==> config.mk <==
export PLATFORM = sky130hd
export DESIGN_NAME = spi_master
export DESIGN_NICKNAME = d
export VERILOG_FILES = /design/src/rtl/spi_master.sv
export SDC_FILE = /design/constraint.sdc
export NUM_CORES = 1
export LEC_CHECK = 0
export ABC_AREA = 1
export BUFFER_PORTS_ARGS = -buffer_cell sky130_fd_sc_hd__buf_2
export CAP_MARGIN = 20
export CORE_UTILIZATION = 42
export CTS_CLUSTER_SIZE = 24
export DETAILED_ROUTE_END_ITERATION = 10
export PLACE_DENSITY = 0.67
export REMOVE_ABC_BUFFERS = 1
export SLEW_MARGIN = 40
export SYNTH_ARGS = -nofsm -noshare
export SYNTH_HDL_FRONTEND = slang
export SYNTH_SLANG_ARGS = --single-unit
==> constraint.sdc <==
create_clock -name clk -period 4.5 [get_ports clk]
set_clock_uncertainty 0.15 [all_clocks]
set_input_delay 0.225 -clock clk [delete_from_list [all_inputs] [get_ports clk]]
set_output_delay 0.225 -clock clk [all_outputs]
set_load 0.005 [all_outputs]
==> src/rtl/spi_master.sv <==
// SPI mode-0 master: one BITS-wide full-duplex word per start request, MSB first.
// sclk runs at clk/(2*CLK_DIV); ss_n is framed by CLK_DIV-cycle setup, hold and gap phases.
module spi_master #(
   parameter int BITS    = 8,
   parameter int CLK_DIV = 4
) (
   input  logic            clk,
   input  logic            rst,
   input  logic            start,
   input  logic [BITS-1:0] txData,
   output logic [BITS-1:0] rxData,
   output logic            busy,
   output logic            done,
   output logic            ss_n,
   output logic            sclk,
   output logic            mosi,
   input  logic            miso
);

   localparam int CNT_W = (CLK_DIV > 1) ? $clog2(CLK_DIV) : 1;
   localparam int BIT_W = $clog2(BITS);
   localparam logic [CNT_W-1:0] CNT_MAX = CNT_W'(CLK_DIV - 1);
   localparam logic [BIT_W-1:0] BIT_MAX = BIT_W'(BITS - 1);

   typedef enum logic [2:0] {IDLE, SETUP, XFER, HOLD, GAP} state_t;

   state_t          state, state_next;
   logic [CNT_W-1:0] half_cnt, half_cnt_d;
   logic [BIT_W-1:0] bit_cnt, bit_cnt_d;
   logic [BITS-1:0]  tx_sr, tx_sr_d;
   logic [BITS-1:0]  rx_sr, rx_sr_d;
   logic [BITS-1:0]  rx_data_d;
   logic             busy_d, done_d, ss_n_d, sclk_d, mosi_d;
   logic             tick, last_bit;

   assign tick     = (half_cnt == CNT_MAX);
   assign last_bit = (bit_cnt == BIT_MAX);

   // NOTE: every register here uses <= so all state updates see pre-edge values.
   always_ff @(posedge clk) begin
      if (rst) begin
         state    <= IDLE;
         half_cnt <= '0;
         bit_cnt  <= '0;
         tx_sr    <= '0;
         rx_sr    <= '0;
         rxData   <= '0;
         busy     <= 1'b0;
         done     <= 1'b0;
         ss_n     <= 1'b1;
         sclk     <= 1'b0;
         mosi     <= 1'b0;
      end else begin
         state    <= state_next;
         half_cnt <= half_cnt_d;
         bit_cnt  <= bit_cnt_d;
         tx_sr    <= tx_sr_d;
         rx_sr    <= rx_sr_d;
         rxData   <= rx_data_d;
         busy     <= busy_d;
         done     <= done_d;
         ss_n     <= ss_n_d;
         sclk     <= sclk_d;
         mosi     <= mosi_d;
      end
   end

   always_comb begin
      state_next = state;
      unique case (state)
         IDLE:    if (start) state_next = SETUP;
         SETUP:   if (tick) state_next = XFER;
         XFER:    if (tick && sclk && last_bit) state_next = HOLD;
         HOLD:    if (tick) state_next = GAP;
         GAP:     if (tick) state_next = IDLE;
         default: state_next = IDLE;
      endcase
   end

   // NOTE: every target gets a hold default first, so no path can infer a latch.
   always_comb begin
      half_cnt_d = tick ? '0 : half_cnt + 1'b1;
      bit_cnt_d  = bit_cnt;
      tx_sr_d    = tx_sr;
      rx_sr_d    = rx_sr;
      rx_data_d  = rxData;
      busy_d     = busy;
      done_d     = 1'b0;
      ss_n_d     = ss_n;
      sclk_d     = sclk;
      mosi_d     = mosi;

      unique case (state)
         IDLE: begin
            half_cnt_d = '0;
            ss_n_d     = 1'b1;
            sclk_d     = 1'b0;
            mosi_d     = 1'b0;
            busy_d     = 1'b0;
            if (start) begin
               tx_sr_d   = txData;
               bit_cnt_d = '0;
               ss_n_d    = 1'b0;
               mosi_d    = txData[BITS-1];
               busy_d    = 1'b1;
            end
         end
         SETUP: begin
            if (tick) begin
               sclk_d  = 1'b1;
               rx_sr_d = {rx_sr[BITS-2:0], miso};
            end
         end
         XFER: begin
            if (tick) begin
               if (!sclk) begin
                  sclk_d  = 1'b1;
                  rx_sr_d = {rx_sr[BITS-2:0], miso};
               end else begin
                  sclk_d = 1'b0;
                  // The final falling edge leaves mosi on the last bit through HOLD.
                  if (!last_bit) begin
                     bit_cnt_d = bit_cnt + 1'b1;
                     tx_sr_d   = {tx_sr[BITS-2:0], 1'b0};
                     mosi_d    = tx_sr[BITS-2];
                  end
               end
            end
         end
         HOLD: begin
            if (tick) begin
               ss_n_d    = 1'b1;
               mosi_d    = 1'b0;
               rx_data_d = rx_sr;
               done_d    = 1'b1;
            end
         end
         GAP: begin
            if (tick) busy_d = 1'b0;
         end
         default: ;
      endcase
   end

endmodule

Word level (Yosys, flattened, before mapping). Cells that the tools add are included.

Logic and storage cells: 83. Bits in registers: 36. Output and inout bits: 13. Input bits: 12.

Reduce and logical (&&, ||, !) cells: 19. $add $sub $neg: 2. Muxes and demuxes: 35. Bitwise operators: 1. Equality and inequality tests: 15.

Operator list (number): two-way mux 7 bit (4); two-way mux 3 bit (9); two-way mux 8 bit (3); inequality test 2 bit, second input constant (9); case mux 8 bit (2 select lines) (1); case mux 3 bit (5 select lines) (1); AND reduction 5 bit (3); case mux 7 bit (2 select lines) (1); two-way mux 1 bit (11); nonzero test 2 bit (4); equality test 3 x 2 -> 1 bit, second input constant (2); equality test 3 bit, second input constant (2); case mux 1 bit (3 select lines) (2); case mux 3 bit (2 select lines) (1); AND reduction 2 bit (3); nonzero test 3 bit (2); case mux 1 bit (2 select lines) (2); AND reduction 4 bit (1); adder 3 x 1 -> 3 bit, second input constant (1); equality test 3 x 1 -> 1 bit, second input constant (1); logical NOT 3 bit (1); AND reduction 3 bit (1); OR reduction 3 bit (1); adder 2 x 1 -> 2 bit, second input constant (1); 4 further kinds (5).

Depth between registers and ports, before layout. Gate-level depths: netlist (run 1).

Depth after elaboration: 5. Depth in mapped cells: 10. Gate-level depth less buffers: 9.

Worst setup path after synthesis (run 1). No wires, ideal clock.

Kind: register to register. From: reg bit_cnt[0]. To: reg tx_sr[1]. Data required time: 4.281 ns. Clock period less this slack: 1.544 ns. Data arrival time: 1.325 ns. Path buffers: 1. Setup slack: 2.956 ns. Library setup time: 0.069 ns. Cell stages (with the launch flop): 7. Cells stage by stage: dfxtp_1 -> ha_1 -> ha_1 -> o21ai_2 -> buf_4 -> nand3_2 -> a21oi_2.

Longest elaborated chain between the ends: 3.

RTL lines: from (decl) (RTL line 29) `logic [BIT_W-1:0] bit_cnt, bit_cnt_d;`; from (signal assigned) (RTL line 56) `bit_cnt <= bit_cnt_d;`; equality test 3 bit (RTL line 37) `assign last_bit = (bit_cnt == BIT_MAX);`; inequality test 2 bit (no source line); AND reduction 5 bit (no source line); to (signal assigned) (RTL line 57) `tx_sr <= tx_sr_d;`; to (decl) (RTL line 30) `logic [BITS-1:0] tx_sr, tx_sr_d;`.

No other way between the ends. A chain may end at the register's enable or synchronous reset.

Final worst setup path (run 1).
From: reg bit_cnt[0]. To: reg tx_sr[4].

Same word-level chain as after synthesis.

==> results.md, run 1 <==
* Synth Area in Simple Gates at 35.1%
* Ranking of synthesized cells by area: sky130_fd_sc_hd__dfxtp_1 (43%), sky130_fd_sc_hd__nand2_1 (11%), sky130_fd_sc_hd__nor2_1 (11%)
* Synthesized-area fraction occupied by ao, oa, aoi and oai cells at 13.2%
* Post-synthesis mux area share at 0%
* Share of synthesized cell area in full adder, half adder and majority cells at 2.26%
* Final period utilization at 44.7%
* Layout Nets at 259
* Global route total overflow at 0
* Min-Delay Startpoint: miso
* Post-CTS clock slew at the launch and capture registers of the worst setup and hold paths at 0.08 ns
* Kind of start point of the critical path: flop
* Max Slew Vio Count at 0
* PortBufs at 24
* Cell taking the most area after synthesis: sky130_fd_sc_hd__dfxtp_1
* Accumulated negative setup slack at 0 ns
* Cell Pwr Density at 548 nW/um^2
* Worst hold-check path type: primary input to flop
* Buffer type at the clock tree root: sky130_fd_sc_hd__clkbuf_8
* Max Cap Violations at 0
* Fraction of met2 tracks used by global routing at 27.6%
* Number of vias per cell at 4.92
* Number of antenna violations at the first check in global routing at 0
* Largest vdd supply drop at 0.000201 V
* HPWL reported at the end of detailed placement at 2280 um
* Via count at 1,442
* Synthesized area divided by synthesized cell count at 7.51 um^2
* Maximum root-to-sink buffer count at 2
* Total DRC errors in the routed layout at 0
* Sequential share of the synthesized area at 43.4%
* Cells along the critical path: ha_1, ha_1, o21ai_2, nand2_2, nand2_1, a21oi_2
* Global-route track usage on met3 at 3.70%
* Number of setup buffers added after CTS at 0
* Top-level I/O count at 25
* Fraction of layout cells with a size suffix above 1 at 24.1%
* Number of synthesized register bits at 36
* Kind of critical path: flop to flop
* Cell count of the worst hold path at 3
* Worst path slowest cell: sky130_fd_sc_hd__o21ai_2
* Met1 routing resource usage after global routing at 24.7%
* Final Wtd Congestion at 0.802
* Setup Viol. Count Final at 0
* Aggregate global-route resource usage at 18.5%
* Number of cells upsized or downsized after cts at 0
* Register-to-register setup slack at 2.49 ns
* DR WL/cell at 11.5 um
* TritonCTS clock tree: built
* Cts-stage hold buffer count at 0
* Width of the chip at 64.9 um
* Result of the run: completed
* Die area at 4210 um^2
* Pleak at 0.869 nW
* Cell Area, Synth at 1660 um^2
* Via count of the first global-routing pass at 1,302
* Worst-case reg-to-reg path depth at 6
* Initial cell density of the core at 44.7%
* Main combinational cell family by area after synthesis: simple AND/OR/NAND/NOR gates
* Tightest Pin Transition at 0.740 ns
* Gr busiest metal: met2
* Detailed Route WL at 3370 um
* Clock latency at the later pin of the worst-skew pair at 0.29 ns
* Pin count of the biggest net entering global routing at 24
* Number of hold violations in the final report at 0
* Area inside the core boundary at 3720 um^2
* Cells after Synth at 221
* Worst max-slew margin expressed relative to the limit at 50.6%
* Residual antenna-violating net count after detailed routing at 0
* Reg-to-reg startpoint: bit_cnt[0]$_SDFFE_PP0P_
* Most frequent cell on the critical path: sky130_fd_sc_hd__ha_1
* Worst slack after detailed placement at 2.50 ns
* Count of routing violations after the opening detailed-route iteration at 140
* Worst Slack Setup Final at 2.49 ns
* RSZ-0062 raised after global routing: false
* Maximum single-stage delay on the critical path at 0.59 ns
* Data required, critical path at 4.52 ns
* Post-DP Area at 1790 um^2
* CP endpoint kind: flop
* Htree depth at 2
* Minimum clock period at 2.01 ns
* Area share of xor/xnor cells in the synthesized design at 0%
* Vert. Die Dim at 64.9 um
* Number of antenna repair diodes at 0
* Global-route wire length before repair at 5930 um
* Post-layout instance area at 1900 um^2
* TritonRoute pass-1 iters at 4
* Clock buffer count from CTS at 5
* Capture endpoint of the worst hold path: rx_sr[0]$_SDFFE_PP0P_
* Area delta synth->final at 14.2%
* Number of warnings reported in the yosys synthesis log at 0
* Capture point of the worst reg-to-reg path: tx_sr[4]$_SDFFE_PP0P_
* Top-area cell type share of the netlist area at 43.4%
* Cell Rows at 22
* Synth cell types at 23
* Sink count of the clock tree at 36
* Worst EP arrival at 2.03 ns
* Worst Path Max Fanout at 15
* Max Fclk at 0.497 GHz
[power by group]
part,switching [mW],internal [mW]
registers,0.0422,0.365
clock network,0.118,0.164
logic,0.230,0.120
[placed cells by master (no fill, tap or decap), types with 4 or more instances in the layout]
cell type	instances
sky130_fd_sc_hd__buf_2	24
sky130_fd_sc_hd__nand2_1	47
sky130_fd_sc_hd__inv_1	8
sky130_fd_sc_hd__inv_2	4
sky130_fd_sc_hd__nand3_1	13
sky130_fd_sc_hd__a21oi_2	6
sky130_fd_sc_hd__nand3_2	9
sky130_fd_sc_hd__dfxtp_1	36
sky130_fd_sc_hd__clkbuf_8	5
sky130_fd_sc_hd__nor2_1	47
sky130_fd_sc_hd__a21oi_1	10
sky130_fd_sc_hd__o21ai_0	20
[cell families after synthesis]
group           after synthesis
flops                        36
compound gates               38
simple gates                124
fa+ha+maj                     3
buf+inv                      20
[flip-flops by register name, summed over array words and instances, names as in the netlist, 2 cells and up]
register / flops
rx_sr: 8
bit_cnt: 3
state: 3
rxData: 8
half_cnt: 2
tx_sr: 7
[through the flow]
step | power (mW) | utilization, % | std cells | hold WS [ns]
2_1_floorplan | 0.677 | - | 213 | 0.137
3_3_place_gp | 0.755 | 48.0 | 285 | 0.266
3_5_place_dp | 0.762 | 48.0 | 285 | 0.275
4_1_cts | 1.04 | 51.0 | 293 | 0.0379
5_1_grt | 1.12 | 51.0 | 293 | 0.0569
6_report | 1.04 | 51.0 | 293 | 0.0313
[cell usage after synthesis, drive strengths merged]
cell type   n
a21oi      16
buf         5
clkbuf      3
dfxtp      36
ha          3
inv        12
nand2      51
nand3      22
nand4       1
nor2       49
o211ai      1
o21ai      21
or2         1
[worst max path at each step]
stage          slack, ns                    end               startpoint  cells past startpoint
4_1_cts             2.49  tx_sr[4]$_SDFFE_PP0P_  bit_cnt[0]$_SDFFE_PP0P_                      6
6_report            2.49  tx_sr[4]$_SDFFE_PP0P_  bit_cnt[0]$_SDFFE_PP0P_                      6
2_1_floorplan       2.75  tx_sr[1]$_SDFFE_PP0P_  bit_cnt[0]$_SDFFE_PP0P_                      6
5_1_grt             2.34  tx_sr[1]$_SDFFE_PP0P_  bit_cnt[0]$_SDFFE_PP0P_                      6
3_5_place_dp        2.50  tx_sr[4]$_SDFFE_PP0P_  bit_cnt[0]$_SDFFE_PP0P_                      6
3_3_place_gp        2.57  tx_sr[1]$_SDFFE_PP0P_  bit_cnt[0]$_SDFFE_PP0P_                      6
[final cells by class]
cell class / instances / area (um^2)
well taps: 48 / 60.1
fillers: 385 / 1820
inverters: 12 / 45.0
flip-flops and latches: 36 / 721
clock inverters: 3 / 42.5
clock buffers: 5 / 68.8
repair buffers: 24 / 120
multi-input cells: 165 / 840
[critical path, delay by kind of cell, from the launching register on]
| family | cells | cell delay [ns] |
|---|---|---|
| DFF | 1 | 0.32 |
| AOI/OAI and AO/OA | 2 | 0.65 |
| and+or+nand+nor | 2 | 0.37 |
| adders and majority gates | 2 | 0.40 |
[layer usage]
layer,up-vias,share of wire (%)
li1,759,-
met2,31,43
met4,0,2.5
met3,7,3.3
met1,645,51
met5,-,0
Note: power is estimated with default switching activity, not from simulation.
==> run 2, diff against run 1 <==
==> constraint.sdc (replaced) <==
create_clock -name clk -period 1.9 [get_ports clk]
set_clock_uncertainty 0.15 [all_clocks]
set_input_delay 0.095 -clock clk [delete_from_list [all_inputs] [get_ports clk]]
set_output_delay 0.095 -clock clk [all_outputs]
set_load 0.005 [all_outputs]
==> results.md, run 2 (synthesis gave the netlist of run 1 again) <==
* Buffer type at the clock tree root: sky130_fd_sc_hd__clkbuf_8
* Htree depth at 2
* Tightest Pin Transition at 0.624 ns
* Width of the chip at 64.9 um
* Global route total overflow at 0
* Portion of total power attributed to sequential cells at 40.2%
* Fraction of layout cells with a size suffix above 1 at 25.3%
* TritonCTS clock tree: built
* Number of vias per cell at 4.94
* Clock buffer count from CTS at 5
* Die area at 4210 um^2
* Capture endpoint of the worst hold path: tx_sr[1]$_SDFFE_PP0P_
* Cell count of the worst hold path at 5
* Max Fclk at 0.582 GHz
* Worst slack on hold paths at 0.00963 ns
* Detailed Route WL at 3380 um
* Sink count of the clock tree at 36
* Reg-to-reg startpoint: bit_cnt[0]$_SDFFE_PP0P_
* Vert. Die Dim at 64.9 um
* Data required, critical path at 1.95 ns
* Comb pwr share at 36.5%
* Largest vdd supply drop at 0.000505 V
* Aggregate global-route resource usage at 18.8%
* Register-to-register setup slack at 0.18 ns
* TritonRoute pass-1 iters at 4
* Number of setup buffers added after CTS at 0
* Residual antenna-violating net count after detailed routing at 0
* Inst Count DP at 290
* Number of hold violations in the final report at 0
* DR WL/cell at 11.2 um
* Final period utilization at 90.5%
* Worst EP arrival at 1.77 ns
* Worst max-slew margin expressed relative to the limit at 58.4%
* Clk pwr share at 23.3%
* Via count of the first global-routing pass at 1,367
* Minimum clock period at 1.72 ns
* Result of the run: completed
* CP endpoint kind: flop
* Number of antenna repair diodes at 0
* Min-Delay Startpoint: txData[1]
* HPWL reported at the end of detailed placement at 2350 um
* Area inside the core boundary at 3720 um^2
* Area delta synth->final at 17.6%
* Cell Pwr Density at 1230 nW/um^2
* Total DRC errors in the routed layout at 0
* Count of routing violations after the opening detailed-route iteration at 115
* Global-route wire length before repair at 6020 um
* Accumulated negative setup slack at 0 ns
* Setup Viol. Count Final at 0
* Final cell count without fillers at 301
* Switching Power at 0.943 mW
* Largest registers: rxData x8, rx_sr x8, tx_sr x7
* Via count at 1,486
* Commonest cells after routing, fill and taps aside: sky130_fd_sc_hd__nand2_1 (47), sky130_fd_sc_hd__nor2_1 (47), sky130_fd_sc_hd__dfxtp_1 (36)
* Worst hold-check path type: primary input to flop
* PortBufs at 24
* Kind of start point of the critical path: flop
* Cell Rows at 22
* Max Slew Vio Count at 0
* Pleak at 0.893 nW
* Kind of critical path: flop to flop
* Max Cap Violations at 0
* Net Sw Frac at 39.4%
* Capture point of the worst reg-to-reg path: mosi$_SDFFE_PP0P_
* Layout Nets at 267
* Int Power at 1.45 mW
* Clock latency at the later pin of the worst-skew pair at 0.30 ns
* Post-CTS clock slew at the launch and capture registers of the worst setup and hold paths at 0.08 ns
* Top-level I/O count at 25
* Number of antenna violations at the first check in global routing at 0
* Worst-case reg-to-reg path depth at 7
* RSZ-0062 raised after global routing: false
* Initial cell density of the core at 44.7%
* Worst Path Max Fanout at 8
* Final Wtd Congestion at 0.857
* Pin count of the biggest net entering global routing at 24
* Maximum root-to-sink buffer count at 2
## run 2: cell count changes in the layout (fill, tap and decap cells not counted)
cell                            previous run  this run
sky130_fd_sc_hd__clkinv_4                  0         1
sky130_fd_sc_hd__bufinv_16                 1         0
sky130_fd_sc_hd__clkinvlp_4                1         2
sky130_fd_sc_hd__buf_4                     0         5
sky130_fd_sc_hd__o21ai_4                   0         1
sky130_fd_sc_hd__dlygate4sd3_1             0         3
sky130_fd_sc_hd__clkinv_2                  1         0
sky130_fd_sc_hd__o21ai_2                   1         0
## run 2: power groups by stage
| stage | Clock (mW) | Combinational [mW] | Sequential (mW) |
|---|---|---|---|
| 3_3_place_gp | 0 | 0.855 | 0.978 |
| 3_5_place_dp | 0 | 0.863 | 0.979 |
| 2_1_floorplan | 0 | 0.644 | 0.959 |
| 6_report | 0.559 | 0.874 | 0.962 |
| 5_1_grt | 0.604 | 1.01 | 0.984 |
| 4_1_cts | 0.577 | 0.868 | 0.962 |
## run 2: area by class of cell
class	count	area, um^2
tap	48	60.1
timing repair buffer	32	188
clock inverter	3	23.8
multi-input combinational	165	847
fill	398	1760
clock buffer	5	68.8
inverter	12	45.0
sequential	36	721
## run 2: routing by layer
metal	track usage (%)	vias up	share of wire, %
met5	0	-	0
met2	27.9	38	43
li1	-	779	-
met1	24.9	662	50
met3	6.34	7	5.1
met4	7.50	0	1.9
## run 2: worst max path at each step
stage	from	to	slack (ns)
3_3_place_gp	bit_cnt[0]$_SDFFE_PP0P_	mosi$_SDFFE_PP0P_	0.16
4_1_cts	bit_cnt[0]$_SDFFE_PP0P_	mosi$_SDFFE_PP0P_	0.12
3_5_place_dp	bit_cnt[0]$_SDFFE_PP0P_	mosi$_SDFFE_PP0P_	0.13
2_1_floorplan	bit_cnt[0]$_SDFFE_PP0P_	tx_sr[1]$_SDFFE_PP0P_	0.15
6_report	bit_cnt[0]$_SDFFE_PP0P_	mosi$_SDFFE_PP0P_	0.18
5_1_grt	bit_cnt[0]$_SDFFE_PP0P_	mosi$_SDFFE_PP0P_	0.007
## run 2: worst max-delay path, cell delays in order (launching register included)
cell,delay (ns)
sky130_fd_sc_hd__dfxtp_1,0.32
sky130_fd_sc_hd__ha_1,0.19
sky130_fd_sc_hd__ha_1,0.22
sky130_fd_sc_hd__o21ai_4,0.24
sky130_fd_sc_hd__buf_4,0.23
sky130_fd_sc_hd__nand2_1,0.06
sky130_fd_sc_hd__o21ai_0,0.15
sky130_fd_sc_hd__nor2_1,0.05
## run 2: per-stage QoR
step / total power [mW] / instance area, um^2 / setup slack (ns) / util (%)
finish: 2.39 / 1950 / 0.181 / 52.6
global route: 2.60 / 1950 / 0.00677 / 52.6
CTS: 2.41 / 1950 / 0.120 / 52.4
detailed placement: 1.84 / 1820 / 0.133 / 49.1
global placement: 1.83 / 1820 / 0.162 / 49.1
floorplan: 1.60 / 1610 / 0.147 / -
## run 2: timing repair
action / CTS / global route
gates resized for setup: 0 / 1
hold buffers: 3 / 0
endpoints found under the hold margin: 2 / 0
endpoints found under the setup margin: 0 / 1
